[src/rtl/bios_fetch_unit_pkg.sv]
// Shared fetch types and defaults: FSM state encoding, reset PC, bus widths.
// Pure declarations; no logic or timing.
package fetch_pkg;
    typedef enum logic [1:0] {BOOT = 2'd0, RUN = 2'd1, STALL = 2'd2, HALT = 2'd3} fetch_state_t;

    localparam logic [31:0] FETCH_RESET_PC = 32'h4000_0000;
    localparam int          PC_W           = 32;
    localparam int          INST_W         = 32;
    localparam int          ROM_ADDR_W     = 12;
endpackage

[src/rtl/bios_fetch_unit_if.sv]
// ROM port-A and decode-side signals of the fetch unit; master = fetch unit, slave = ROM/decode side.
// Combinational bundle only; no latency and no state of its own.
interface bios_fetch_if #(
    parameter int ADDR_W = 12,
    parameter int DATA_W = 32
);
    import fetch_pkg::*;

    logic              bios_ena;
    logic [ADDR_W-1:0] bios_addra;
    logic [DATA_W-1:0] bios_douta;
    logic              redirect_valid;
    logic [PC_W-1:0]   redirect_pc;
    logic              halt;
    logic              out_valid;
    logic              out_ready;
    logic [DATA_W-1:0] out_inst;
    logic [PC_W-1:0]   out_pc;

    modport master (
        output bios_ena, bios_addra, out_valid, out_inst, out_pc,
        input  bios_douta, redirect_valid, redirect_pc, halt, out_ready
    );

    modport slave (
        input  bios_ena, bios_addra, out_valid, out_inst, out_pc,
        output bios_douta, redirect_valid, redirect_pc, halt, out_ready
    );
endinterface

[src/rtl/bios_fetch_unit_pc_gen.sv]
// Next-PC generator: issue_pc register, +4 increment, redirect mux and ROM word-address slice.
// Requested PC/address are combinational; issue_pc only advances when the request is loaded.
module fetch_pc_gen
    import fetch_pkg::*;
#(
    parameter logic [PC_W-1:0] RESET_PC = FETCH_RESET_PC,
    parameter int              ADDR_W   = ROM_ADDR_W
) (
    input  logic              clk,
    input  logic              rst,
    input  logic              i_load,
    input  logic              i_redirect_valid,
    input  logic [PC_W-1:0]   i_redirect_pc,
    output logic [PC_W-1:0]   o_req_pc,
    output logic [ADDR_W-1:0] o_addra
);
    logic [PC_W-1:0] r_issue_pc;
    logic [PC_W-1:0] w_req_pc;

    // Redirect targets are word aligned; the low two bits are dropped here.
    assign w_req_pc = i_redirect_valid ? (i_redirect_pc & ~PC_W'(3)) : r_issue_pc;
    assign o_req_pc = w_req_pc;
    assign o_addra  = w_req_pc[ADDR_W+1:2];

    always_ff @(posedge clk) begin
        if (rst) begin
            r_issue_pc <= RESET_PC;
        end else if (i_load) begin
            r_issue_pc <= w_req_pc + PC_W'(4);
        end
    end
endmodule

[src/rtl/bios_fetch_unit.sv]
// Fetch front-end for the bios ROM: 3 cycles reset->first instruction, then 1 instr/cycle.
// Backpressure drops bios_ena so ROM data holds; optional counters under FETCH_PERF_EN.
module bios_fetch_unit
    import fetch_pkg::*;
#(
    parameter logic [PC_W-1:0] RESET_PC = FETCH_RESET_PC,
    parameter int              ADDR_W   = ROM_ADDR_W,
    parameter int              DATA_W   = INST_W
) (
    input  logic              clk,
    input  logic              rst,
    bios_fetch_if.master      fif
`ifdef FETCH_PERF_EN
    ,
    output logic [31:0]       fetch_cnt,
    output logic [31:0]       stall_cnt
`endif
);
    localparam logic [1:0] S_BOOT  = BOOT;
    localparam logic [1:0] S_RUN   = RUN;
    localparam logic [1:0] S_STALL = STALL;
    localparam logic [1:0] S_HALT  = HALT;

    logic [1:0]      r_state;
    logic [1:0]      w_state_nxt;
    logic            r_resp_valid;
    logic [PC_W-1:0] r_resp_pc;
    logic [PC_W-1:0] w_req_pc;
    logic            w_active;
    logic            w_out_valid;
    logic            w_fire;
    logic            w_adv;
    logic            w_ena;

    assign w_active    = (r_state == S_RUN) || (r_state == S_STALL);
    assign w_out_valid = w_active & r_resp_valid & ~fif.redirect_valid;
    assign w_fire      = w_out_valid & fif.out_ready;
    assign w_adv       = ~fif.halt & (~r_resp_valid | w_fire);

    assign fif.out_valid = w_out_valid;
    assign fif.out_inst  = fif.bios_douta;
    assign fif.out_pc    = r_resp_pc;
    assign fif.bios_ena  = w_ena;

    fetch_pc_gen #(
        .RESET_PC (RESET_PC),
        .ADDR_W   (ADDR_W)
    ) u_pc_gen (
        .clk              (clk),
        .rst              (rst),
        .i_load           (w_ena),
        .i_redirect_valid (fif.redirect_valid),
        .i_redirect_pc    (fif.redirect_pc),
        .o_req_pc         (w_req_pc),
        .o_addra          (fif.bios_addra)
    );

    always_comb begin
        w_ena       = 1'b0;
        w_state_nxt = r_state;
        case (r_state)
            S_BOOT: w_state_nxt = S_RUN;
            S_RUN, S_STALL: begin
                w_ena = w_adv | fif.redirect_valid;
                if (fif.redirect_valid)
                    w_state_nxt = S_RUN;
                else if (fif.halt && (!r_resp_valid || w_fire))
                    w_state_nxt = S_HALT;
                else if (w_out_valid && !fif.out_ready)
                    w_state_nxt = S_STALL;
                else
                    w_state_nxt = S_RUN;
            end
            S_HALT: begin
                w_ena = fif.redirect_valid;
                if (fif.redirect_valid)
                    w_state_nxt = S_RUN;
            end
            default: w_state_nxt = S_BOOT;
        endcase
    end

    always_ff @(posedge clk) begin
        if (rst) begin
            r_state      <= S_BOOT;
            r_resp_valid <= 1'b0;
            r_resp_pc    <= '0;
        end else begin
            r_state <= w_state_nxt;
            if (w_ena) begin
                r_resp_valid <= 1'b1;
                r_resp_pc    <= w_req_pc;
            end else if (w_fire && fif.halt) begin
                r_resp_valid <= 1'b0;
            end
        end
    end

`ifdef FETCH_PERF_EN
    always_ff @(posedge clk) begin
        if (rst) begin
            fetch_cnt <= '0;
            stall_cnt <= '0;
        end else begin
            if (w_fire)
                fetch_cnt <= fetch_cnt + 32'd1;
            if (w_out_valid && !fif.out_ready)
                stall_cnt <= stall_cnt + 32'd1;
        end
    end
`endif
endmodule

[src/flat_wrapper.sv]
// flat-port wrapper written by rule: the top's interface ports become plain ports
module bios_fetch_unit_flat import fetch_pkg::*;
#(
    parameter logic [PC_W-1:0] RESET_PC = FETCH_RESET_PC,
    parameter int              ADDR_W   = ROM_ADDR_W,
    parameter int              DATA_W   = INST_W
)
  (clk, rst, fif_bios_ena, fif_bios_addra, fif_out_valid, fif_out_inst, fif_out_pc, fif_bios_douta, fif_redirect_valid, fif_redirect_pc, fif_halt, fif_out_ready);
  bios_fetch_if #(.ADDR_W(ADDR_W), .DATA_W(DATA_W)) fif_i ();
  input  logic clk;
  input  logic rst;
  output wire logic [$bits(fif_i.bios_ena)-1:0] fif_bios_ena;
  output wire logic [$bits(fif_i.bios_addra)-1:0] fif_bios_addra;
  output wire logic [$bits(fif_i.out_valid)-1:0] fif_out_valid;
  output wire logic [$bits(fif_i.out_inst)-1:0] fif_out_inst;
  output wire logic [$bits(fif_i.out_pc)-1:0] fif_out_pc;
  input wire logic [$bits(fif_i.bios_douta)-1:0] fif_bios_douta;
  input wire logic [$bits(fif_i.redirect_valid)-1:0] fif_redirect_valid;
  input wire logic [$bits(fif_i.redirect_pc)-1:0] fif_redirect_pc;
  input wire logic [$bits(fif_i.halt)-1:0] fif_halt;
  input wire logic [$bits(fif_i.out_ready)-1:0] fif_out_ready;
  assign fif_bios_ena = fif_i.bios_ena;
  assign fif_bios_addra = fif_i.bios_addra;
  assign fif_out_valid = fif_i.out_valid;
  assign fif_out_inst = fif_i.out_inst;
  assign fif_out_pc = fif_i.out_pc;
  assign fif_i.bios_douta = fif_bios_douta;
  assign fif_i.redirect_valid = fif_redirect_valid;
  assign fif_i.redirect_pc = fif_redirect_pc;
  assign fif_i.halt = fif_halt;
  assign fif_i.out_ready = fif_out_ready;
  bios_fetch_unit #(.RESET_PC(RESET_PC), .ADDR_W(ADDR_W), .DATA_W(DATA_W)) u_core (.clk(clk), .rst(rst), .fif(fif_i));
endmodule
[config.mk]
export PLATFORM = sky130hd
export DESIGN_NAME = bios_fetch_unit_flat
export DESIGN_NICKNAME = d
export VERILOG_FILES = /design/src/rtl/bios_fetch_unit_pkg.sv /design/src/rtl/bios_fetch_unit_if.sv /design/src/rtl/bios_fetch_unit_pc_gen.sv /design/src/rtl/bios_fetch_unit.sv /design/src/flat_wrapper.sv
export SDC_FILE = /design/constraint.sdc
export NUM_CORES = 1
export LEC_CHECK = 0
export BUFFER_PORTS_ARGS = -buffer_cell sky130_fd_sc_hd__buf_2
export CAP_MARGIN = 10
export CORE_ASPECT_RATIO = 1.4
export CORE_UTILIZATION = 46
export DETAILED_ROUTE_END_ITERATION = 8
export PLACE_DENSITY_LB_ADDON = 0.15
export RECOVER_POWER = 100
export REMOVE_ABC_BUFFERS = 1
export SLEW_MARGIN = 30
export SYNTH_ARGS = -nofsm -noshare
export SYNTH_HDL_FRONTEND = slang
export SYNTH_HIERARCHICAL = 1
export SYNTH_SLANG_ARGS = --single-unit
[constraint.sdc]
create_clock -name clk -period 2.73 [get_ports clk]
set_clock_uncertainty 0.1 [all_clocks]
set_input_delay 0 -clock clk [delete_from_list [all_inputs] [get_ports clk]]
set_output_delay 0 -clock clk [all_outputs]
set_load 0.02 [all_outputs]
==> impl_metrics.ini <==
[route]
drtIter0Drc = 144
ant_nets = 0
totalWireLength_um = 11500
vias_per_cell = 5.49
route.met3.wl_um = 655
drt_pass1_iterations = 4
wl_per_cell_um = 17.2
vias = 3674
wl_met1_um = 5130
wl_met2_um = 5510
routed.top_layer = met4
route.detailed.drc = 0

[sta]
slew_viol_final = 0
setup_viol = 0
max_freq_mhz = 381
setup_slack_ns = 0.104
rsz0062_at_grt = no
tightest_slew_ns = 0.730
period_share_pct = 96.2
hold_viol = 0
fin_crit_ns = 2.63
slew_headroom_pct = 51.3

[power_and_ir_drop]
p_int_mw = 1.85
irDropWorstVdd_mv = 0.310
leakagePower_nw = 2.05
pwr-share-clk_pct = 39.4
p_switching_uw = 730
sw_frac_of_total_pct = 28.3
p_seq_share_pct = 40.8
power_density_nw_per_um2 = 507
p_comb_share_pct = 19.8

[grt]
antenna_found_initial = 1
grt_max_degree = 91
overflow = 0
grt_pass1_wl_um = 18000
grt_pass1_vias = 3560
track_usage_pct = 23.6

[layout]
seqCellArea_um2 = 1340
layout_commonest_cell = dfxtp_1
mostFrequentLayoutCells = dfxtp_1, nand2b_1, mux2i_1
num-fill-cells = 861
final_util_pct = 56.4
drive_above_1_share_pct = 15.3
final_nets = 631
area_growth_pct = 18.2
multiInputGateArea_um2 = 2390

[logic_synthesis]
syn_area_per_cell_um2 = 8.86
synth_top_family_by_area = simple AND/OR/NAND/NOR gates
ys_async_sr_fraction_pct = 0
yosysTopAreaCell = dfxtp_1
synth_seq_area_share_pct = 31.1
synthXorXnorAreaFrac_pct = 1.83
synthAdderAreaFrac_pct = 0.872
netlist.area_leader.share_pct = 31.1
synth_area_um2 = 4310
synthSimpleGateAreaFrac_pct = 24.1
synth_cells = 486
synth_edf_count = 0
synth_top_flop_cell = dfxtp_1
ys_ff_latch = 67
yosys_warnings = 6
synthMuxAreaShare_pct = 14.8
synthTopCellsByArea = dfxtp_1, mux2i_1, nand2b_1, buf_4, nand2_1
synth_cell_types = 60
synth_compound_area_share_pct = 13.6

[die]
boundaryPins = 147
start_util_pct = 47.7
num_rows = 41
die_h_um = 116
die_x_um = 83.8
dieArea_um2 = 9760
core-area_um2 = 9030

[clock_network]
cts.sinks = 67
clockBufferDepth = 2
numCtsBuffers = 9
clock-root-buffer = clkbuf_16
clkSlewWorstSetupHoldPaths_ns = 0.05
clk_latency_ns = 0.32
cts_tree = yes
htree_levels = 3

[critical_path]
endpoint_kind = register
cp.required_ns = 2.85
cpLargestDelayFamily = simple AND/OR/NAND/NOR gates
cp_num_buf_inv = 3
crit_slowest_cell = a2111oi_2
crit_chain = dlygate4sd3_1 > buf_2 > buf_12 > nand4b_1 > a2111oi_2 > nand3_1 > or4_1 > a32o_1
arrival_ns = 2.75
cp_max_fo = 15
startpoint_type = input port
crit_type = input port to register
crit_path_max_incr_delay_ns = 0.60

[place]
pre_cts_ws_ns = 0.255
place_hpwl_um = 7650
io_buffers = 80
place_congestion = 0.805

[hold_path]
hold_class = input port to register

[outcome]
status = finished clean

[run]
maxCapViolCount = 0
-- worst register-to-register path, cell delays in order (launching register included) --
cell and delay, ns:
dfxtp_1 0.35, inv_1 0.06, ha_1 0.37, nand3b_1 0.15, a311oi_4 0.38, clkinv_1 0.24, nor2_1 0.15, buf_4 0.24
nand2b_1 0.08, o311ai_0 0.28
-- final timing paths --
| path | slack, ns | cells past startpoint | end | start |
|---|---|---|---|---|
| worst min register to register | 0.36 | 1 | u_core/u_pc_gen/r_issue_pc[1] | u_core/u_pc_gen/r_issue_pc[1] |
| worst max register to register | 0.23 | 9 | u_core/u_pc_gen/r_issue_pc[26] | u_core/r_state[0] |
| worst min-delay path | 0.03 | 4 | u_core/u_pc_gen/r_issue_pc[31] | fif_redirect_pc[31] |
| worst max-delay path | 0.10 | 8 | u_core/u_pc_gen/r_issue_pc[31] | fif_redirect_valid |
-- area by class of cell --
type | instances | area share, %
timing repair buffer | 133 | 17.1
inverter | 27 | 1.99
multi-input combinational | 321 | 47.0
sequential | 67 | 26.4
tap | 107 | 2.63
antenna | 1 | 0.0492
clock buffer | 13 | 4.92
-- Yosys cell counts (2+ instances only) --
library cell / n
dfxtp_1: 67
nand2b_1: 65
mux2i_1: 51
buf_4: 44
nand2_1: 40
inv_1: 24
nand3_1: 17
clkbuf_1: 16
nor2_1: 13
mux2_2: 10
o211ai_1: 10
a21oi_1: 9
nand4_1: 7
or4_1: 7
xnor2_1: 7
nor2b_1: 6
o21ai_0: 6
o22ai_1: 6
a211oi_1: 5
a311o_1: 5
buf_2: 5
buf_6: 5
and2_1: 3
clkinv_1: 3
ha_1: 3
nand3b_1: 3
nand4b_1: 3
o221ai_1: 3
o311ai_1: 3
a2111oi_2: 2
a211o_1: 2
a311oi_1: 2
a31o_2: 2
nand4b_4: 2
nor3_1: 2
nor4_1: 2
o21a_1: 2
xor2_1: 2
-- power by group through the flow --
| stage | sequential [mW] | clock, mW | combinational, mW |
|---|---|---|---|
| floorplan | 1.09 | 0 | 0.250 |
| global placement | 1.07 | 0 | 0.430 |
| detailed placement | 1.07 | 0 | 0.436 |
| CTS | 1.05 | 1.05 | 0.520 |
| global route | 1.06 | 1.08 | 0.554 |
| finish | 1.05 | 1.02 | 0.511 |
-- routing by layer --
layer	track usage, %	vias up
li1	-	1803
met1	30.4	1757
met2	38.5	96
met3	6.08	18
met4	8.47	0
met5	0	-
-- repair_timing --
| item | CTS | global route |
|---|---|---|
| buffers inserted | 0 | 0 |
| setup endpoints to repair | 0 | 2 |
| resized for setup | 0 | 1 |
| hold endpoints to repair | 35 | 0 |
| hold buffers | 38 | 0 |
-- state kept, by name (all words and copies together), names as in the netlist --
| name | count |
|---|---|
| u_core/fif.out_pc | 32 |
| u_core/r_state | 2 |
| u_core/r_resp_valid | 1 |
| u_core/u_pc_gen/r_issue_pc | 32 |
-- per-stage QoR --
stage,setup TNS (ns),power (mW),hold slack (ns),instances,cell area (um2)
2_1_floorplan,-70.26,1.34,-0.100,415,3820
3_3_place_gp,0,1.50,-0.0998,617,4500
3_5_place_dp,0,1.51,-0.0998,617,4500
4_1_cts,0,2.62,0.00160,668,5130
5_1_grt,0,2.69,0.0576,668,5090
6_report,0,2.58,0.0278,669,5090
-- cells by family after synthesis --
group / after synthesis
AND/OR/NAND/NOR: 178
buffers and inverters: 98
AO/OA/AOI/OAI: 69
flip-flops: 67
multiplexers: 62
XOR/XNOR: 9
adder cells (fa/ha/maj): 3
Note: power is estimated with default switching activity, not from simulation.
